## src/rtl/br_redirect_ctrl.sv

```systemverilog
// br_redirect_ctrl: tracks a branch handed from IF to ID, marks its delay
// slot, stalls fetch while the branch is unresolved after its delay slot,
// and raises a single redirect request carrying the taken target.
module br_redirect_ctrl (
    input  logic        clk,
    input  logic        resetn,
    input  logic        fs_fire,
    input  logic        fs_is_branch,
    input  logic        br_valid,
    input  logic        br_taken,
    input  logic [31:0] br_target,
    input  logic        flush,
    input  logic        redirect_ack,
    output logic        fs_is_ds,
    output logic        fs_stall,
    output logic        redirect_valid,
    output logic [31:0] redirect_pc
);

    typedef enum logic [2:0] {
        S_IDLE,
        S_BR_SEEN,
        S_DS_SEEN,
        S_HOLD_TGT,
        S_NT_DS,
        S_REDIRECT
    } state_e;

    state_e      state_q, state_d;
    logic [31:0] target_q, target_d;

    logic br_tk;
    logic br_nt;

    assign br_tk = br_valid & br_taken;
    assign br_nt = br_valid & ~br_taken;

    // State and target registers; reset clears both.
    always_ff @(posedge clk) begin
        if (!resetn) begin
            state_q  <= S_IDLE;
            target_q <= '0;
        end else begin
            state_q  <= state_d;
            target_q <= target_d;
        end
    end

    // Next-state and target capture; flush overrides every other input.
    always_comb begin
        state_d  = state_q;
        target_d = target_q;
        if (flush) begin
            state_d = S_IDLE;
        end else begin
            unique case (state_q)
                S_IDLE: begin
                    if (fs_fire && fs_is_branch) state_d = S_BR_SEEN;
                end
                S_BR_SEEN: begin
                    if (br_tk) begin
                        target_d = br_target;
                        state_d  = fs_fire ? S_REDIRECT : S_HOLD_TGT;
                    end else if (br_nt) begin
                        state_d  = fs_fire ? S_IDLE : S_NT_DS;
                    end else if (fs_fire) begin
                        state_d  = S_DS_SEEN;
                    end
                end
                S_DS_SEEN: begin
                    if (br_tk) begin
                        target_d = br_target;
                        state_d  = S_REDIRECT;
                    end else if (br_nt) begin
                        state_d  = S_IDLE;
                    end
                end
                S_HOLD_TGT: begin
                    if (fs_fire) state_d = S_REDIRECT;
                end
                S_NT_DS: begin
                    if (fs_fire) state_d = S_IDLE;
                end
                S_REDIRECT: begin
                    if (redirect_ack) state_d = S_IDLE;
                end
                default: state_d = S_IDLE;
            endcase
        end
    end

    // Output decode from registered state (fs_is_ds also depends on fs_fire).
    always_comb begin
        fs_is_ds       = 1'b0;
        fs_stall       = 1'b0;
        redirect_valid = 1'b0;
        redirect_pc    = target_q;
        if (state_q == S_BR_SEEN || state_q == S_HOLD_TGT || state_q == S_NT_DS)
            fs_is_ds = fs_fire;
        if (state_q == S_DS_SEEN || state_q == S_REDIRECT)
            fs_stall = 1'b1;
        if (state_q == S_REDIRECT)
            redirect_valid = 1'b1;
    end

endmodule

```

## config.mk

```make
export PLATFORM = sky130hd
export DESIGN_NAME = br_redirect_ctrl
export DESIGN_NICKNAME = d
export VERILOG_FILES = /design/src/rtl/br_redirect_ctrl.sv
export SDC_FILE = /design/constraint.sdc
export NUM_CORES = 1
export LEC_CHECK = 0
export BUFFER_PORTS_ARGS = -buffer_cell sky130_fd_sc_hd__buf_4
export CAP_MARGIN = 10
export CORE_MARGIN = 2
export CORE_UTILIZATION = 40
export CTS_BUF_LIST = sky130_fd_sc_hd__clkbuf_8
export CTS_CLUSTER_DIAMETER = 120
export CTS_CLUSTER_SIZE = 25
export DETAILED_ROUTE_END_ITERATION = 7
export HOLD_SLACK_MARGIN = 0.08
export PLACE_DENSITY = 0.8
export SLEW_MARGIN = 20
export SYNTH_ARGS = -nofsm -noshare
export SYNTH_HDL_FRONTEND = slang
export SYNTH_SLANG_ARGS = --single-unit
```

## constraint.sdc

```tcl
create_clock -name clk -period 2.4 [get_ports clk]
set_input_delay 0 -clock clk [delete_from_list [all_inputs] [get_ports clk]]
set_output_delay 0 -clock clk [all_outputs]
set_load 0.02 [all_outputs]
```

### After elaboration in Yosys (flattened, before gate mapping)

Index checks and enable logic that the tools add are counted.

| storage, ports and cells | value |
|---|---|
| output and inout port bits | 35 |
| word-level logic and storage cells | 42 |
| register bits | 35 |

| operators by class | value |
|---|---|
| bitwise logic cells | 5 |
| reductions and logical operators | 9 |
| eq/ne operators | 11 |
| multiplexer cells | 15 |

Operator list:

| operator | count |
|---|---|
| two-way mux 3 bit | 11 |
| case mux 3 bit (6 select lines) | 1 |
| inequality test 2 bit, second input constant | 4 |
| == test 3 x 2 -> 1 bit, second input constant | 2 |
| == test 3 bit, second input constant | 2 |
| AND reduction 6 bit | 1 |
| inequality test 4 bit, second input constant | 1 |
| OR reduction 2 bit | 2 |
| == test 3 x 1 -> 1 bit, second input constant | 1 |
| logical NOT 3 bit | 1 |
| logical OR 1 bit | 3 |
| two-way mux 1 bit | 3 |
| inequality test 3 bit, second input constant | 1 |
| inverter 1 bit | 3 |
| AND reduction 3 bit | 1 |
| bitwise AND 1 bit | 2 |
| logical AND 1 bit | 1 |

### Logic depth before layout (Yosys ltp)

Gate-level depths: netlist of run 1.

| logic depth | value |
|---|---|
| depth in word-level cells | 5 |
| gate-level depth with buffers | 6 |

### Worst setup path after synthesis of run 1

Ideal clock, no wire load.

| path | value |
|---|---|
| path type | register -> register |
| start point | register state_q[1] |
| end point | register target_q[0], in the netlist redirect_pc[0] |
| buffers on the path | 2 |
| arrival | 1.336 ns |
| setup slack | 0.948 ns |
| required time | 2.284 ns |
| cell stages (with the launch flop) | 7 |
| cells stage by stage | dfxtp_1 xor2_1 or4b_1 buf_2 buf_6 nand2_1 a21boi_1 |

| between the ends | value |
|---|---|
| cells in the longest elaborated chain, start to end | 3 |
| elaborated cells between the ends (all ways) | 4 |

Ends and longest elaborated chain:

| item | RTL line | RTL |
|---|---|---|
| from (decl) | 29 | `state_e state_q, state_d;` |
| from (signal assigned) | 44 | `state_q <= state_d;` |
| == test 3 x 1 -> 1 bit / == test 3 x 2 -> 1 bit (equally long branches) | 56 | `unique case (state_q)` |
| OR reduction 2 bit (no line) (*) | -- |  |
| AND reduction 3 bit (no line) (*) | -- |  |
| to (signal assigned) | 45 | `target_q <= target_d;` |
| to (decl) | 30 | `logic [31:0] target_q, target_d;` |

Every way passes the cells marked *; elsewhere a longest branch is shown, timed or not.
A chain may end at the register's enable or synchronous reset.

### Final worst setup path of run 1

| path | value |
|---|---|
| start point | register state_q[0] |
| end point | register target_q[6], in the netlist redirect_pc[6] |

The elaborated chain is that of the path after synthesis.

==> results of run 1 <==
## flip-flops by register name, indices dropped and copies added, names as in the netlist
signal       flops
redirect_pc     32
state_q          3
## report_power, final
group          leakage [nW]  internal, mW  total [mW]  switching, mW
logic                 0.735         0.103       0.156         0.0526
clock network        0.0453         0.198       0.393          0.195
registers             0.282         0.586       0.592        0.00572
total                  1.06         0.887        1.14          0.254
## Yosys cell counts, drive strengths merged, types with 2 or more instances
| library cell | instances | area share |
|---|---|---|
| nand2 | 67 | 0.17 |
| nor2b | 2 | 0.0082 |
| nand2b | 4 | 0.016 |
| a21oi | 4 | 0.013 |
| a21boi | 33 | 0.16 |
| o21ai | 2 | 0.0066 |
| buf | 10 | 0.045 |
| clkbuf | 3 | 0.0074 |
| nor2 | 3 | 0.0074 |
| nor4bb | 2 | 0.013 |
| dfxtp | 35 | 0.46 |
| a21o | 2 | 0.0099 |
## metal layers
layer | up-vias | routed length, µm | GRT usage
met3 | 2 | 187 | 0.0599
met1 | 687 | 1620 | 0.213
met2 | 43 | 2070 | 0.345
li1 | 807 | - | -
met5 | - | 0 | 0
met4 | 0 | 8 | 0.0365
## worst paths after layout
path	start	end	slack (ns)	cells past startpoint
worst max-delay path	state_q[0]	redirect_pc[6]	0.63	5
worst min-delay path	resetn	redirect_pc[8]	0.13	2
worst max register to register	state_q[0]	redirect_pc[6]	0.63	5
worst min register to register	redirect_pc[3]	redirect_pc[3]	0.45	2
## worst register-to-register path, stage by stage (launching register included)
cell and delay, ns:
dfxtp_1 0.55, xor2_1 0.27, or4b_1 0.48, buf_4 0.21, nand2_1 0.08, a21boi_1 0.07
## stage by stage
step | setup slack [ns] | area (µm²) | cells | hold slack [ns]
detailed placement | 0.638 | 2090 | 293 | 0.255
floorplan | 0.948 | 1520 | 180 | 0.135
global placement | 0.715 | 2090 | 293 | 0.249
CTS | 0.619 | 2510 | 334 | 0.129
finish | 0.634 | 2510 | 334 | 0.132
global route | 0.452 | 2510 | 334 | 0.133
## cells by family (layout without fill, tap and decap cells)
family,Yosys count,count (layout),share of synthesized area
AND/OR/NAND/NOR,84,84,0.249
AO/OA/AOI/OAI,46,46,0.226
flip-flops,35,35,0.461
buffers and inverters,13,119,0.0527
XOR/XNOR,2,2,0.0115
## area by class of cell
type	instances	share of cell area
clock inverter	3	0.00648
tap	48	0.0239
multi-input combinational	132	0.298
sequential	35	0.279
timing repair buffer	111	0.365
clock buffer	5	0.0274
==> impl_results.md, run 1 <==
- Netlist cell types: 26
- Fin crit share: 0.736
- Wire length per cell: approximately 12 µm
- Ports: 75
- Worst slew pin tran: around 0.46 ns
- Area growth syn-to-layout: 65.1%
- Post-synthesis async set-or-reset flop share: 0
- Power per cell area: about 450 mW/mm²
- Detailed Route Iter0 Violations: 119
- Run status: completed
- Largest net degree at the start of global routing: 35
- Commonest non-fill, non-tap cells in the layout: buf_4 (78), nand2_1 (67), dfxtp_1 (35), a21boi_1 (33), dlygate4sd3_1 (33)
- Clock slew at reported path FFs: roughly 0.070 ns
- Synth Instances: 180
- EDFF count, synth: 0
- Die ar.: between 0.004 and 0.005 mm²
- Synth warn: 0
- Core area: around 0.0037 mm²
- Number of inserted diodes: 0
- Num rows: 22
- Most common cell after layout, fill and taps aside: buf_4
- Worst path max stage delay: approximately 0.55 ns
- H-tree levels: 2
- Cell Area, Synth: 0.00152 mm²
- #FFs+latches synth: 35
- Pwr Total: around 1.1 mW
- Clock buffer depth: 2
- First-pass GRT wire length: 6.27 mm
- Final HPWL DP: around 2.5 mm
- Synth Net Count: between 200 and 250
- CTS tree: done
- Post-CTS Resized: 0
- Total number of vias: 1,539
- Crit-path leading delay family: simple AND/OR/NAND/NOR gates
- Crit path kind: reg -> reg
- Slew headroom: 0.687
- Hold-fix buffers, CTS: 33
- Final Setup Violations: 0
- Initial antenna violation count: 0
- Setup TNS: 0 ns
- Sequential element share of the synthesized area: 0.461
- Clk_lat worst skew: 0.27 ns
- CP arrival: roughly 1.9 ns
- Multi-input gate area: about 750 µm²
- Fin util: 0.686
- Number of global-route vias before repair: between 1,000 and 1,500
- Hold Vio Cnt, Final: 0
- RSZ-0062 raised after global routing: false
- Initial core utilization: 0.415
- Startpoint Class: flop
- Worst path required time: around 2.6 ns
- Chip width: around 66 µm
- CTS buffer count: 5
- Setup bufs post-CTS: 0
- Congestion Overflow GR: 0
- VDD IR max: ~0.36 mV
- Maximum capacitance violations: 0
- Top FF cell, synth: dfxtp_1
- Clock sinks: 35
- Maximum clock frequency: around 0.57 GHz
- FF+latch area: 701 µm²
- HP Class: in -> reg
- Slowest CP cell: dfxtp_1
- Total Wirelength: between 3 and 4 mm
- IO buf count: 74
- Max Slew Vio Count: 0
- DRT antenna net count: 0
- Layout cell share with drive strength beyond 1: 0.304
- Fin nets: 325
- Drt pass-1 iters: 4
- Worst-path cell chain: xor2_1, or4b_1, buf_4, nand2_1, a21boi_1
- Setup Skew: ~0.005 ns
- Vias per std cell: around 4.6
- Leakage: ~1.1 nW
- Routability cong.: about 0.76
- Fill cells: 305
- CP bufs+invs: 1
- Die height: ~66 µm
- Mapped Avg Cell Area: roughly 8.4 µm²
- Final min period: 1.77 ns
- Crit. End Element: flop
- Tot GR Track Use: 0.188
- Clock Root Buffer: clkbuf_8
- Worst-path maximum fanout: 14
- Number of remaining DRC errors: 0
(Power assumes the default switching activity.)
==> run 2, diff against run 1 <==
Settings changed: PLACE_DENSITY 0.8 to 0.83.
Clock period 2.4 ns to 1.5 ns, I/O delays scaled along.
==> run 2 against run 1 <==
  * Maximum frequency rose by 21%
  * Die area is the same
  * Clock skew fell by 0.0030 ns
  * Utilization is 2.5 points higher
  * Sequential share of layout area decreased by 0.82 points
  * Register-to-register slack got worse by 0.59 ns
  * Largest cell class unchanged
  * Worst setup slack got worse by 0.59 ns
  * Final area rose by 3.6%
  * Critical path depth is the same
  * Power up 60%
  * Largest power group unchanged
  * Combinational power rose by 69%
  * Wire length is 4.6% higher
==> impl_results.md, run 2 (synthesis results as in run 1) <==
- Initial antenna violation count: 0 (unchanged)
- VDD IR max: 0.599 mV (+66%)
- Routability cong.: 0.735 (-3.0%)
- Die height: 65.7 µm (unchanged)
- Crit path to: redirect_pc[8]
- IO buf count: 74 (unchanged)
- Final HPWL DP: 2.60 mm (+5.9%)
- Slowest CP cell: or4b_4
- Hold Vio Cnt, Final: 0 (unchanged)
- CP arrival: 1.62 ns (-0.31 ns)
- Max Slew Vio Count: 0 (unchanged)
- Total Wirelength: 4.07 mm (+4.6%)
- Chip width: 65.7 µm (unchanged)
- Congestion Overflow GR: 0 (unchanged)
- Commonest non-fill, non-tap cells in the layout: buf_4 (77), nand2_1 (67), dlygate4sd3_1 (33), a21boi_1 (32), dfxtp_1 (32)
- Area growth syn-to-layout: 71.0%
- Power per cell area: 704 mW/mm² (+55%)
- Crit. path cell count: 5 (unchanged)
- Ports: 75 (unchanged)
- Setup TNS: 0 ns (unchanged)
- Slew headroom: 0.736 (+0.0494)
- Crit-path leading delay family: simple AND/OR/NAND/NOR gates
- H-tree levels: 2 (unchanged)
- Leakage: 1.11 nW (+4.7%)
- Clock sinks: 35 (unchanged)
- Worst Hold Path Cells: 2 (unchanged)
- Final min period: 1.46 ns (-0.309 ns)
- Number of inserted diodes: 0 (unchanged)
- Tot GR Track Use: 0.197 (+0.00859)
- Worst-path maximum fanout: 15 (+1)
- Critical path origin: state_q[0]
- Startpoint Class: flop
- Worst-path cell chain: xor2_2, or4b_4, buf_8, nand2_1, a21boi_1
- R2R Path End: redirect_pc[8]
- CP bufs+invs: 1 (unchanged)
- DRT antenna net count: 0 (unchanged)
- Layout cell share with drive strength beyond 1: 0.336 (+0.0314)
- CTS tree: done
- Worst slew pin tran: 0.386 ns (-0.0722 ns)
- Final Setup Violations: 0 (unchanged)
- Run status: completed
- CTS buffer count: 5 (unchanged)
- Clock slew at reported path FFs: 0.07 ns (about the same)
- Crit path kind: reg -> reg
- Worst R2R Start: state_q[0]
- Largest net degree at the start of global routing: 35 (unchanged)
- Total number of vias: 1,612 (+4.7%)
- Clock buffer depth: 2 (unchanged)
- Num rows: 22 (unchanged)
- Clk_lat worst skew: 0.28 ns (about the same)
- Maximum clock frequency: 0.686 GHz (+21%)
- Number of global-route vias before repair: 1,586 (+11%)
- Initial core utilization: 0.415 (unchanged)
- Fin nets: 331 (+1.8%)
- Clock Root Buffer: clkbuf_8
- Vias per std cell: 4.74 (+2.9%)
- Number of remaining DRC errors: 0 (unchanged)
- Final Cell Area: 0.00260 mm² (+3.6%)
- Fin util: 0.710 (+0.0246)
- Setup Skew: 0.00204 ns (-0.00298 ns)
- Crit. End Element: flop
- Detailed Route Iter0 Violations: 130 (+9.2%)
- Core area: 0.00366 mm² (unchanged)
- Pwr Total: 1.83 mW (+60%)
- Fin crit share: 0.971 (+0.236)
- Worst path required time: 1.67 ns (-0.89 ns)
- Reg2reg setup slack: 0.04 ns (-0.59 ns)
- Drt pass-1 iters: 4 (unchanged)
- Wire length per cell: 12.0 µm (+2.7%)
- DP Area: 0.00213 mm² (+1.8%)
- Worst path max stage delay: 0.50 ns (-0.05 ns)
- Max reg flops: 32 (unchanged)
- HP Class: in -> reg
- Most common cell after layout, fill and taps aside: buf_4
- Maximum capacitance violations: 0 (unchanged)
- R2r worst-path depth: 5 (unchanged)
- RSZ-0062 raised after global routing: true
- Fill cells: 297 (-2.6%)
- First-pass GRT wire length: 6.67 mm (+6.4%)
- Die ar.: 0.00431 mm² (unchanged)
[run 2: cell count changes in the layout (fill, tap and decap cells not counted), sizes merged]
cell	previous run	this run
clkinvlp	1	0
buf	78	84
inv	1	2
[run 2: stage by stage]
stage / setup WS, ns / hold slack (ns) / cells
final: 0.0430 / 0.126 / 340
after global routing: -0.0113 / 0.142 / 340
after CTS: -0.00920 / 0.122 / 339
after detailed placement: 0.00163 / 0.257 / 298
after global placement: 0.0912 / 0.248 / 298
after floorplan: 0.0478 / 0.135 / 180
[run 2: layout make-up]
class,count,area (µm²),share of cell area
Clock buffer,5,68.8,0.0265
Timing Repair Buffer,117,991,0.381
Clock inverter,3,12.5,0.00481
Sequential cell,35,704,0.271
Multi-Input combinational cell,132,763,0.294
Tap cell,48,60.1,0.0231
[run 2: worst min path at each step]
stage                  startpoint  slack (ns)         endpoint
floorplan            br_target[0]        0.13   redirect_pc[0]
global placement     br_target[4]        0.25   redirect_pc[4]
detailed placement  br_target[17]        0.26  redirect_pc[17]
CTS                        resetn        0.12  redirect_pc[20]
global route               resetn        0.14  redirect_pc[23]
finish                     resetn        0.13  redirect_pc[20]
[run 2: repair_timing]
| item | 4_1_cts | 5_1_grt |
|---|---|---|
| setup buffers | 0 | 1 |
| hold buffers | 33 | 0 |
| pin swaps | 0 | 4 |
| gates cloned | 0 | 0 |
| hold endpoints to repair | 33 | 0 |
| setup endpoints to repair | 2 | 35 |
| resized for setup | 0 | 14 |
[run 2: where the power goes]
group / internal (mW) / total, mW / switching [mW]
clock network: 0.312 / 0.623 / 0.311
registers: 0.938 / 0.944 / 0.00552
logic: 0.173 / 0.264 / 0.0914
total: 1.42 / 1.83 / 0.408
[run 2: metal layers]
layer	part of all wire	vias to the layer above	global-route usage
li1	-	818	-
met5	0	-	0
met4	0.0069	0	0.0495
met2	0.52	46	0.357
met1	0.42	744	0.221
met3	0.051	4	0.0616
